--- src/rtl/fifo_pkg.sv ---
// Shared FIFO definitions: default geometry and Gray/binary pointer conversions.
package fifo_pkg;

  localparam int unsigned ADDRSIZE_DEF = 4;
  localparam int unsigned DATASIZE_DEF = 8;

  function automatic logic [31:0] bin2gray(input logic [31:0] b);
    return b ^ (b >> 1);
  endfunction

  // Bit i is the XOR of all Gray bits at or above i; upper unused bits must be zero.
  function automatic logic [31:0] gray2bin(input logic [31:0] g);
    logic [31:0] b;
    b[31] = g[31];
    for (int i = 30; i >= 0; i--) begin
      b[i] = b[i+1] ^ g[i];
    end
    return b;
  endfunction

endpackage

--- src/rtl/fwft_out_reg.sv ---
// First-word-fall-through output register: pulls a word from memory whenever
// the register is free or being drained, and memory is non-empty.
module fwft_out_reg
  import fifo_pkg::*;
#(
  parameter int unsigned DATASIZE = DATASIZE_DEF
) (
  input  logic                rclk,
  input  logic                rrst,
  input  logic                rempty,
  input  logic [DATASIZE-1:0] rdata,
  input  logic                dout_ready,
  output logic                load,
  output logic [DATASIZE-1:0] dout,
  output logic                dout_valid
);

  assign load = ~rempty & (~dout_valid | dout_ready);

  always_ff @(posedge rclk or posedge rrst) begin
    if (rrst) begin
      dout       <= '0;
      dout_valid <= 1'b0;
    end else if (load) begin
      dout       <= rdata;
      dout_valid <= 1'b1;
    end else if (dout_ready) begin
      dout_valid <= 1'b0;
    end
  end

endmodule

--- src/rtl/rptr_empty_fwft.sv ---
// Read-side pointer, empty/almost-empty flags and level for an async FIFO,
// with a first-word-fall-through output stage.
module rptr_empty_fwft
  import fifo_pkg::*;
#(
  parameter int unsigned ADDRSIZE      = ADDRSIZE_DEF,
  parameter int unsigned DATASIZE      = DATASIZE_DEF,
  parameter int unsigned AEMPTY_THRESH = 2
) (
  input  logic                rclk,
  input  logic                rrst,
  input  logic [ADDRSIZE:0]   rq2_wptr,
  input  logic [DATASIZE-1:0] rdata,
  output logic [ADDRSIZE-1:0] raddr,
  output logic [ADDRSIZE:0]   rptr,
  output logic                rempty,
  output logic                raempty,
  output logic [ADDRSIZE:0]   rlevel,
  output logic [DATASIZE-1:0] dout,
  output logic                dout_valid,
  input  logic                dout_ready
);

  logic [ADDRSIZE:0] rbin;
  logic [ADDRSIZE:0] rbinnext;
  logic [ADDRSIZE:0] rgraynext;
  logic [ADDRSIZE:0] wbin_s;
  logic [ADDRSIZE:0] level_next;
  logic              load;

  assign raddr      = rbin[ADDRSIZE-1:0];
  assign rbinnext   = rbin + {{ADDRSIZE{1'b0}}, load};
  assign rgraynext  = (ADDRSIZE+1)'(bin2gray(32'(rbinnext)));
  assign wbin_s     = (ADDRSIZE+1)'(gray2bin(32'(rq2_wptr)));
  // Level is taken against the post-load pointer so it never counts the output register.
  assign level_next = wbin_s - rbinnext;

  always_ff @(posedge rclk or posedge rrst) begin
    if (rrst) begin
      rbin    <= '0;
      rptr    <= '0;
      rempty  <= 1'b1;
      raempty <= 1'b1;
      rlevel  <= '0;
    end else begin
      rbin    <= rbinnext;
      rptr    <= rgraynext;
      rempty  <= (rgraynext == rq2_wptr);
      raempty <= (32'(level_next) <= AEMPTY_THRESH);
      rlevel  <= level_next;
    end
  end

  fwft_out_reg #(
    .DATASIZE(DATASIZE)
  ) u_out_reg (
    .rclk      (rclk),
    .rrst      (rrst),
    .rempty    (rempty),
    .rdata     (rdata),
    .dout_ready(dout_ready),
    .load      (load),
    .dout      (dout),
    .dout_valid(dout_valid)
  );

endmodule

--- config.mk ---
export PLATFORM = sky130hd
export DESIGN_NAME = rptr_empty_fwft
export DESIGN_NICKNAME = d
export VERILOG_FILES = /design/src/rtl/fifo_pkg.sv /design/src/rtl/fwft_out_reg.sv /design/src/rtl/rptr_empty_fwft.sv
export SDC_FILE = /design/constraint.sdc
export NUM_CORES = 1
export LEC_CHECK = 0
export ABC_CLOCK_PERIOD_IN_PS = 6550
export BUFFER_PORTS_ARGS = -buffer_cell sky130_fd_sc_hd__buf_2
export CORE_ASPECT_RATIO = 0.7
export CORE_MARGIN = 4
export CORE_UTILIZATION = 54
export CTS_BUF_LIST = sky130_fd_sc_hd__clkbuf_8 sky130_fd_sc_hd__clkbuf_16
export DETAILED_ROUTE_END_ITERATION = 6
export GPL_TIMING_DRIVEN = 1
export PLACE_DENSITY = 0.8
export SLEW_MARGIN = 20
export SYNTH_ARGS = -nofsm -noshare
export SYNTH_HDL_FRONTEND = slang
export SYNTH_HIERARCHICAL = 1
export SYNTH_SLANG_ARGS = --single-unit
export TNS_END_PERCENT = 100
--- constraint.sdc ---
create_clock -name rclk -period 6.55 [get_ports rclk]
set_clock_uncertainty 0.15 [all_clocks]
set_input_delay 1.31 -clock rclk [delete_from_list [all_inputs] [get_ports rclk]]
set_output_delay 1.31 -clock rclk [all_outputs]
set_load 0.01 [all_outputs]
==> summary.md, run 1 <==
| Metric | Value |
|---|---|
| Global-route wire length before repair | ~4700 um |
| TritonCTS clock tree | built |
| Core Rows | 14 |
| Sequential share of power | between 30% and 40% |
| Register area share after synthesis | between 40% and 50% |
| Area share of fa/ha/maj cells after synthesis | under 10% |
| I/O pin count | 41 |
| Area of the mapped netlist | between 1000 and 1500 sq um |
| Initial antenna violation count | 0 |
| Initial standard-cell utilization of the core | about three fifths |
| Launching element type of the critical path | input port |
| Number of DRC markers in iteration 0 | 26 |
| Final hold vios | 0 |
| Seq cells post-synth | 25 |
| Cell count after synthesis | 113 |
| CTS sink count | 25 |
| Post-cts gate resize count | 0 |
| Mux cell area share after synthesis | a little over 8% |
| Final worst-path setup slack | about 2700 ps |
| Worst Tran Pin Value | 635 ps |
| Final design instance area without fill | roughly 1600 sq um |
| Overflow left after global routing | 0 |
| Area growth from synthesis to final layout | 18.4% |
| Fin crit share | 58.2% |
| Min-Delay Path Class | flop to flop |
| Clock insertion delay at the later pin of the skew report | approximately 270 ps |
| Cell type with the largest total area after synthesis | sky130_fd_sc_hd__dfrtp_1 |
| Worst Path Required | about 6600 ps |
| Number of global-route vias before repair | just under 1k |
| Sw Pwr | ~0.00038 W |
| Top-area cell type share of the netlist area | 42.6% |
| Total nets after synthesis | roughly 140 |
| Simple-gate share of the synthesized area | ~5.4% |
| Critical path class | input port to flop |
| Maximum vdd ir drop | between 200 and 300 uV |
| Clock buffers created by TritonCTS | 3 |
| Met2 Use GR | 29.1% |
| Clock-pin slew on the worst setup and hold paths | ~90 ps |
| GRT Overall Usage | 19.0% |
| Final routed wirelength across all metal layers | around 2800 um |
| Mean cell area of the mapped netlist | 12.0 sq um |
| Port bufs | 40 |
| Yosys warning count | 6 |
| Unique cell type count in the Yosys netlist | 36 |
| Fraction of power spent switching nets | 43.1% |
| Layer carrying the most global-route usage | met2 |
| Category of the worst setup path capture point | flop |
| Standard cell core area | 2260 sq um |
| Hold bufs inserted after CTS | 0 |
| Number of inserted diodes | 0 |
| Worst relative slew slack | between 50 and 60% |
| Total cell area at the placement stage | 1550 sq um |
| Bufs on Longest Clock Path | 2 |
| Total chip power | 0.000880 W |
| Main combinational cell family by area after synthesis | XOR/XNOR gates |
| Die area | between 3000 and 4000 sq um |
| Combinational cell fraction of total power | between 50% and 60% |
| Post-placement worst setup slack | 2460 ps |
| Number of vias in the routed layout | between 900 and 1k |
| Drt pass-1 iters | 4 |
| Critical Path Fanout Max | 5 |
| Clock network fraction of design power | a little over a tenth |
| Synthesized-area fraction occupied by ao, oa, aoi and oai cells | a little under an eighth |
| Xor and xnor fraction of the mapped netlist area | about 14% |
| Met1 layer usage reported by global route | between 20% and 30% |
| Post-CTS Setup Repair Bufs | 0 |
| Final weighted congestion of routability-driven global placement | 0.853 |
| Internal power | roughly 0.0005 W |
| Antenna Nets Post-Route | 0 |
| Setup repair after global routing missed its margin | false |
| Fraction of met3 tracks used by global routing | between 5 and 6% |
| Outcome | completed |
| HPWL Detailed | ~2300 um |
| Vias per cell | 5.08 |
| Most area-consuming cells after synthesis | sky130_fd_sc_hd__dfrtp_1 (43%), sky130_fd_sc_hd__xnor2_1 (9.1%), sky130_fd_sc_hd__mux2_2 (6.7%) |
| Share of cells above drive strength 1 | roughly two fifths |
| Highest achievable clock rate | around 260 MHz |
| Final period demand of the worst path | roughly 3800 ps |
| Max-cap violation count | 0 |
| Final count of pins violating max slew | 0 |
| Final setup TNS | 0 ps |
| Final-stage net count | 177 |
| Overall die height | around 50 um |
| Worst Path Arrival | around 3800 ps |
| P per Cell Area | 550 nW/um^2 |
| Final setup viols | 0 |
| X dimension of the die | 67.8 um |
| H-Tree Level Count | 1 |
| Leakage dissipation | slightly below 0.8 nW |
| Maximum number of pins on one net before global-route repair | 17 |
| Post-DR wirelength/cell | ~15 um |
| Root buffer selected by CTS | sky130_fd_sc_hd__clkbuf_8 |
| Drt drc | 0 |
-- cells by family (layout without fill, tap and decap cells) --
group / Yosys count / in the layout
flip-flops: 25 / 25
XOR/XNOR: 21 / 21
buffers and inverters: 20 / 60
AO/OA/AOI/OAI: 17 / 17
AND/OR/NAND/NOR: 13 / 13
multiplexers: 10 / 10
adder cells (fa/ha/maj): 7 / 7
-- worst paths after layout --
check | start | slack, ps | to | cells after the start
min in group asynchronous | rrst | 840 | u_out_reg/dout[3] | 2
setup / recovery | rq2_wptr[3] | 2740 | raempty | 12
setup reg to reg | u_out_reg/dout_valid | 3570 | raempty | 9
hold reg to reg | u_out_reg/dout[0] | 360 | u_out_reg/dout[0] | 1
hold / removal | u_out_reg/dout[0] | 360 | u_out_reg/dout[0] | 1
max in group asynchronous | rrst | 4880 | rlevel[4] | 2
-- final cells by class --
cell class | count | area [sq um]
clock inverter | 1 | 7.51
fill | 180 | 659
multi-input combinational | 68 | 623
sequential | 25 | 628
timing repair buffer | 40 | 200
inverter | 16 | 60.1
clock buffer | 3 | 41.3
tap | 32 | 40.0
-- state kept, by name (all words and copies together), names as in the netlist --
signal,cells
u_out_reg/dout,8
rbin,5
rlevel,5
rptr,4
raempty,1
rempty,1
u_out_reg/dout_valid,1
-- cells in the final DEF, fill, tap and decap left out, types with 2 or more instances in the layout --
cell type                   count
sky130_fd_sc_hd__a2111oi_2      2
sky130_fd_sc_hd__dfrtp_1       23
sky130_fd_sc_hd__inv_2          2
sky130_fd_sc_hd__ha_1           6
sky130_fd_sc_hd__inv_1         14
sky130_fd_sc_hd__xnor2_1       14
sky130_fd_sc_hd__a21o_1         2
sky130_fd_sc_hd__dfstp_2        2
sky130_fd_sc_hd__a21oi_1        4
sky130_fd_sc_hd__and3_1         2
sky130_fd_sc_hd__nand2_1        4
sky130_fd_sc_hd__clkbuf_8       3
sky130_fd_sc_hd__xor2_1         6
sky130_fd_sc_hd__nor3b_1        2
sky130_fd_sc_hd__buf_2         40
sky130_fd_sc_hd__mux2_2         8
-- layer usage --
layer | part of all wire [%] | up-vias
met5 | 0 | -
met2 | 47 | 31
met1 | 45 | 442
li1 | - | 461
met4 | 1.9 | 0
met3 | 6.8 | 6
-- power groups by stage --
stage,registers [W],logic [W],clock network (W)
finish,0.000283,0.000504,0.0000931
global route,0.000294,0.000559,0.000103
detailed placement,0.000286,0.000507,0
floorplan,0.000296,0.000373,0
CTS,0.000283,0.000510,0.0000965
global placement,0.000282,0.000491,0
-- critical path, stage by stage --
cell and delay [ps]:
sky130_fd_sc_hd__buf_2 150, sky130_fd_sc_hd__xor2_1 230, sky130_fd_sc_hd__xnor2_1 200, sky130_fd_sc_hd__xor2_1 400, sky130_fd_sc_hd__xor2_1 130, sky130_fd_sc_hd__ha_1 250
sky130_fd_sc_hd__fa_1 430, sky130_fd_sc_hd__inv_1 80, sky130_fd_sc_hd__a21o_1 100, sky130_fd_sc_hd__a21oi_1 70, sky130_fd_sc_hd__xnor2_1 150, sky130_fd_sc_hd__a2111oi_2 340
-- Yosys cell counts, drive strengths merged --
master	instances
nor3	1
a311o	1
and3	2
mux2i	1
dfrtp	23
o221ai	1
nor2	2
a21o	2
a21oi	5
clkbuf	1
ha	6
a2111oi	2
nand2	4
a21boi	1
o22ai	1
a311oi	1
dfstp	2
nor3b	2
xnor2	15
nand3	2
a22oi	1
inv	16
buf	3
o21ai	2
xor2	6
mux2	9
fa	1
-- metrics by stage --
| step | hold WS [ps] | utilization [%] | instances |
|---|---|---|---|
| 6_report | 356 | 70.8 | 185 |
| 5_1_grt | 386 | 70.8 | 185 |
| 4_1_cts | 362 | 70.8 | 185 |
| 3_5_place_dp | 341 | 68.7 | 181 |
| 3_3_place_gp | 326 | 68.7 | 181 |
| 2_1_floorplan | 331 | - | 113 |
(Power assumes the default switching activity.)
==> run 2: changes to the inputs <==
--- a/config.mk
+++ b/config.mk
@@ -5,15 +5,15 @@
 export SDC_FILE = /design/constraint.sdc
 export NUM_CORES = 1
 export LEC_CHECK = 0
-export ABC_CLOCK_PERIOD_IN_PS = 6550
+export ABC_CLOCK_PERIOD_IN_PS = 3700
 export BUFFER_PORTS_ARGS = -buffer_cell sky130_fd_sc_hd__buf_2
 export CORE_ASPECT_RATIO = 0.7
 export CORE_MARGIN = 4
-export CORE_UTILIZATION = 54
+export CORE_UTILIZATION = 50
 export CTS_BUF_LIST = sky130_fd_sc_hd__clkbuf_8 sky130_fd_sc_hd__clkbuf_16
 export DETAILED_ROUTE_END_ITERATION = 6
 export GPL_TIMING_DRIVEN = 1
-export PLACE_DENSITY = 0.8
+export PLACE_DENSITY = 0.75
 export SLEW_MARGIN = 20
 export SYNTH_ARGS = -nofsm -noshare
 export SYNTH_HDL_FRONTEND = slang
==> constraint.sdc (replaced) <==
create_clock -name rclk -period 3.7 [get_ports rclk]
set_clock_uncertainty 0.15 [all_clocks]
set_input_delay 0.74 -clock rclk [delete_from_list [all_inputs] [get_ports rclk]]
set_output_delay 0.74 -clock rclk [all_outputs]
set_load 0.01 [all_outputs]
==> run 2 against run 1 <==
Effect of this change:
- clock power rose by 75%
- via count is 0.43% lower
- first-iteration DRC count up 120%
- utilization is 6.8 points lower
- setup slack worse by 2200 ps
- sequential share of layout area shrank 0.24 points
- highest routed layer unchanged
- global-route usage fell by 3.3 points
- hold slack worse by 89 ps
- wire length is 4.9% lower
- sequential cell count is the same
- critical path type unchanged
==> summary.md, run 2 (synthesis results as in run 1) <==
| Metric | Value |
|---|---|
| Drt drc | 0 (unchanged) |
| Hold bufs inserted after CTS | 0 (unchanged) |
| CP bufs+invs | 2 (unchanged) |
| Final setup viols | 0 (unchanged) |
| Worst-case register-to-register setup slack | 850 ps (was 3570 ps) |
| Final weighted congestion of routability-driven global placement | 0.811 (was 0.853) |
| Root buffer selected by CTS | sky130_fd_sc_hd__clkbuf_8 (unchanged) |
| Metal1 wirelength | 1160 um (was 1250 um) |
| Final count of pins violating max slew | 0 (unchanged) |
| Combinational cell fraction of total power | 57.5% (was 57.3%) |
| Vias per cell | 4.98 (was 5.08) |
| Die area | 3610 sq um (was 3380 sq um) |
| I/O pin count | 41 (unchanged) |
| CP most frequent cell | sky130_fd_sc_hd__xor2_1 (unchanged) |
| Setup repair after global routing missed its margin | false (unchanged) |
| Number of inserted diodes | 0 (unchanged) |
| Category of the worst setup path capture point | flop (unchanged) |
| Regs by FF count | u_out_reg/dout x8, rbin x5, rlevel x5 (unchanged) |
| Final hold vios | 0 (unchanged) |
| Most used cells in the layout excluding fill and tap cells | sky130_fd_sc_hd__buf_2 (40), sky130_fd_sc_hd__dfrtp_1 (23), sky130_fd_sc_hd__inv_1 (14), sky130_fd_sc_hd__xnor2_1 (14), sky130_fd_sc_hd__mux2_2 (8) (unchanged) |
| Clock buffers created by TritonCTS | 3 (unchanged) |
| TritonCTS clock tree | built (unchanged) |
| P per Cell Area | 966 nW/um^2 (was 550 nW/um^2) |
| Initial standard-cell utilization of the core | 53.7% (was 59.8%) |
| Max-cap violation count | 0 (unchanged) |
| Worst relative slew slack | 59.9% (was 57.6%) |
| Launching element type of the critical path | input port (unchanged) |
| Maximum number of pins on one net before global-route repair | 17 (unchanged) |
| Cell breakdown of the critical path | buf_2 > xor2_1 > xnor2_1 > xor2_1 > xor2_1 > ha_1 > fa_1 > inv_1 > a21o_1 > a21oi_1 > xnor2_1 > a2111oi_2 (unchanged) |
| Overflow left after global routing | 0 (unchanged) |
| Worst-case hold slack | 267 ps (was 356 ps) |
| Global-route wire length before repair | 4420 um (was 4710 um) |
| Final-stage net count | 178 (was 177) |
| Worst Path Arrival | 3170 ps (was 3830 ps) |
| Sequential share of power | 32.1% (was 32.2%) |
| Post-placement worst setup slack | 233 ps (was 2460 ps) |
| Worst Path Required | 3720 ps (was 6570 ps) |
| Maximum vdd ir drop | 510 uV (was 276 uV) |
| Final routed wirelength across all metal layers | 2660 um (was 2800 um) |
| CTS sink count | 25 (unchanged) |
| Final setup TNS | 0 ps (unchanged) |
| Filler cell count in the final layout | 201 (was 180) |
| Clock network fraction of design power | 10.5% (was 10.6%) |
| Overall die height | 51.5 um (was 49.9 um) |
| Number of vias in the routed layout | 936 (was 940) |
| Post-cts gate resize count | 0 (unchanged) |
| Number of global-route vias before repair | 948 (was 986) |
| Internal power | 0.000891 W (was 0.000500 W) |
| Share of cells above drive strength 1 | 42.2% (was 41.8%) |
| Standard cell core area | 2510 sq um (was 2260 sq um) |
| GRT Overall Usage | 15.7% (was 19.0%) |
| Area growth from synthesis to final layout | 19.2% (was 18.4%) |
| Final core area utilization | 64.0% (was 70.8%) |
| Bufs on Longest Clock Path | 2 (unchanged) |
| Final period demand of the worst path | roughly 3200 ps |
| Worst path top cell family by delay | XOR/XNOR gates (unchanged) |
| Clock-pin slew on the worst setup and hold paths | 90 ps (about the same) |
| Sw Pwr | 0.000664 W (was 0.000379 W) |
| Critical Path Fanout Max | 5 (unchanged) |
| Post-DR wirelength/cell | 14.2 um (was 15.1 um) |
| Leakage dissipation | 0.784 nW (was 0.779 nW) |
| Port bufs | 40 (unchanged) |
| Flip-flop count of the largest register, all copies and words added | 8 (unchanged) |
| Antenna Nets Post-Route | 0 (unchanged) |
| Highest achievable clock rate | between 300 and 400 MHz |
| X dimension of the die | 70.1 um (was 67.8 um) |
| Clock insertion delay at the later pin of the skew report | 260 ps (was 270 ps) |
| Final worst-path setup slack | 544 ps (was 2740 ps) |
| Fraction of power spent switching nets | 42.7% (was 43.1%) |
| Highest metal layer with signal wires | met4 (unchanged) |
| Outcome | completed (unchanged) |
| Initial antenna violation count | 0 (unchanged) |
| Met3 Routed Length | 158 um (was 189 um) |
| Most frequent standard cell in the layout excluding fill and tap cells | sky130_fd_sc_hd__buf_2 (unchanged) |
| Crit-path slowest cell | sky130_fd_sc_hd__fa_1 (unchanged) |
| Core Rows | 15 (was 14) |
| Critical path class | input port to flop (unchanged) |
| HPWL Detailed | 2190 um (was 2270 um) |
| Worst Tran Pin Value | 601 ps (was 635 ps) |
| H-Tree Level Count | 1 (unchanged) |
| Drt pass-1 iters | 4 (unchanged) |
| Total cell area at the placement stage | 1560 sq um (was 1550 sq um) |
| Most flops, register | u_out_reg/dout (unchanged) |
| Min-Delay Path Class | input port to asynchronous set/reset pin (was flop to flop) |
| Final design instance area without fill | 1610 sq um (was 1600 sq um) |
| Number of DRC markers in iteration 0 | 57 (was 26) |
| Met2 routed wirelength | 1320 um (was 1310 um) |
| Largest stage delay on the critical path | 420 ps (was 430 ps) |
| Fin crit share | around 85% |
| Post-CTS Setup Repair Bufs | 0 (unchanged) |
[run 2: worst paths after layout]
path / from / to / cells past startpoint
min in group rclk: rempty / u_out_reg/dout_valid / 1
max in group asynchronous: rrst / rptr[3] / 2
min reg2reg: rempty / u_out_reg/dout_valid / 1
max reg2reg: rempty / raempty / 9
min: rrst / u_out_reg/dout[7] / 2
max: rq2_wptr[3] / raempty / 12
[run 2: metrics by stage]
stage / total power (W) / std cells
2_1_floorplan: 0.00118 / 113
3_3_place_gp: 0.00136 / 184
3_5_place_dp: 0.00141 / 184
4_1_cts: 0.00157 / 188
5_1_grt: 0.00169 / 188
6_report: 0.00156 / 188
[run 2: per-layer routing]
layer | global-route usage, % | vias up
li1 | - | 455
met1 | 20.2 | 452
met2 | 26.3 | 27
met3 | 4.05 | 2
met4 | 4.78 | 0
met5 | 0 | -
[run 2: cell type report]
class | instances | area [sq um] | share of cell area (%)
inverters | 16 | 60.1 | 3.73
clock inverters | 1 | 7.51 | 0.466
multi-input cells | 68 | 623 | 38.7
clock buffers | 3 | 41.3 | 2.56
well taps | 34 | 42.5 | 2.64
flip-flops and latches | 25 | 628 | 39.0
repair buffers | 41 | 208 | 12.9
[run 2: power by group through the flow]
stage	registers [W]	logic (W)	clock network, W
after floorplan	0.000524	0.000659	0
after global placement	0.000499	0.000865	0
after detailed placement	0.000506	0.000904	0
after CTS	0.000502	0.000907	0.000166
after global routing	0.000520	0.000989	0.000177
final	0.000499	0.000893	0.000163
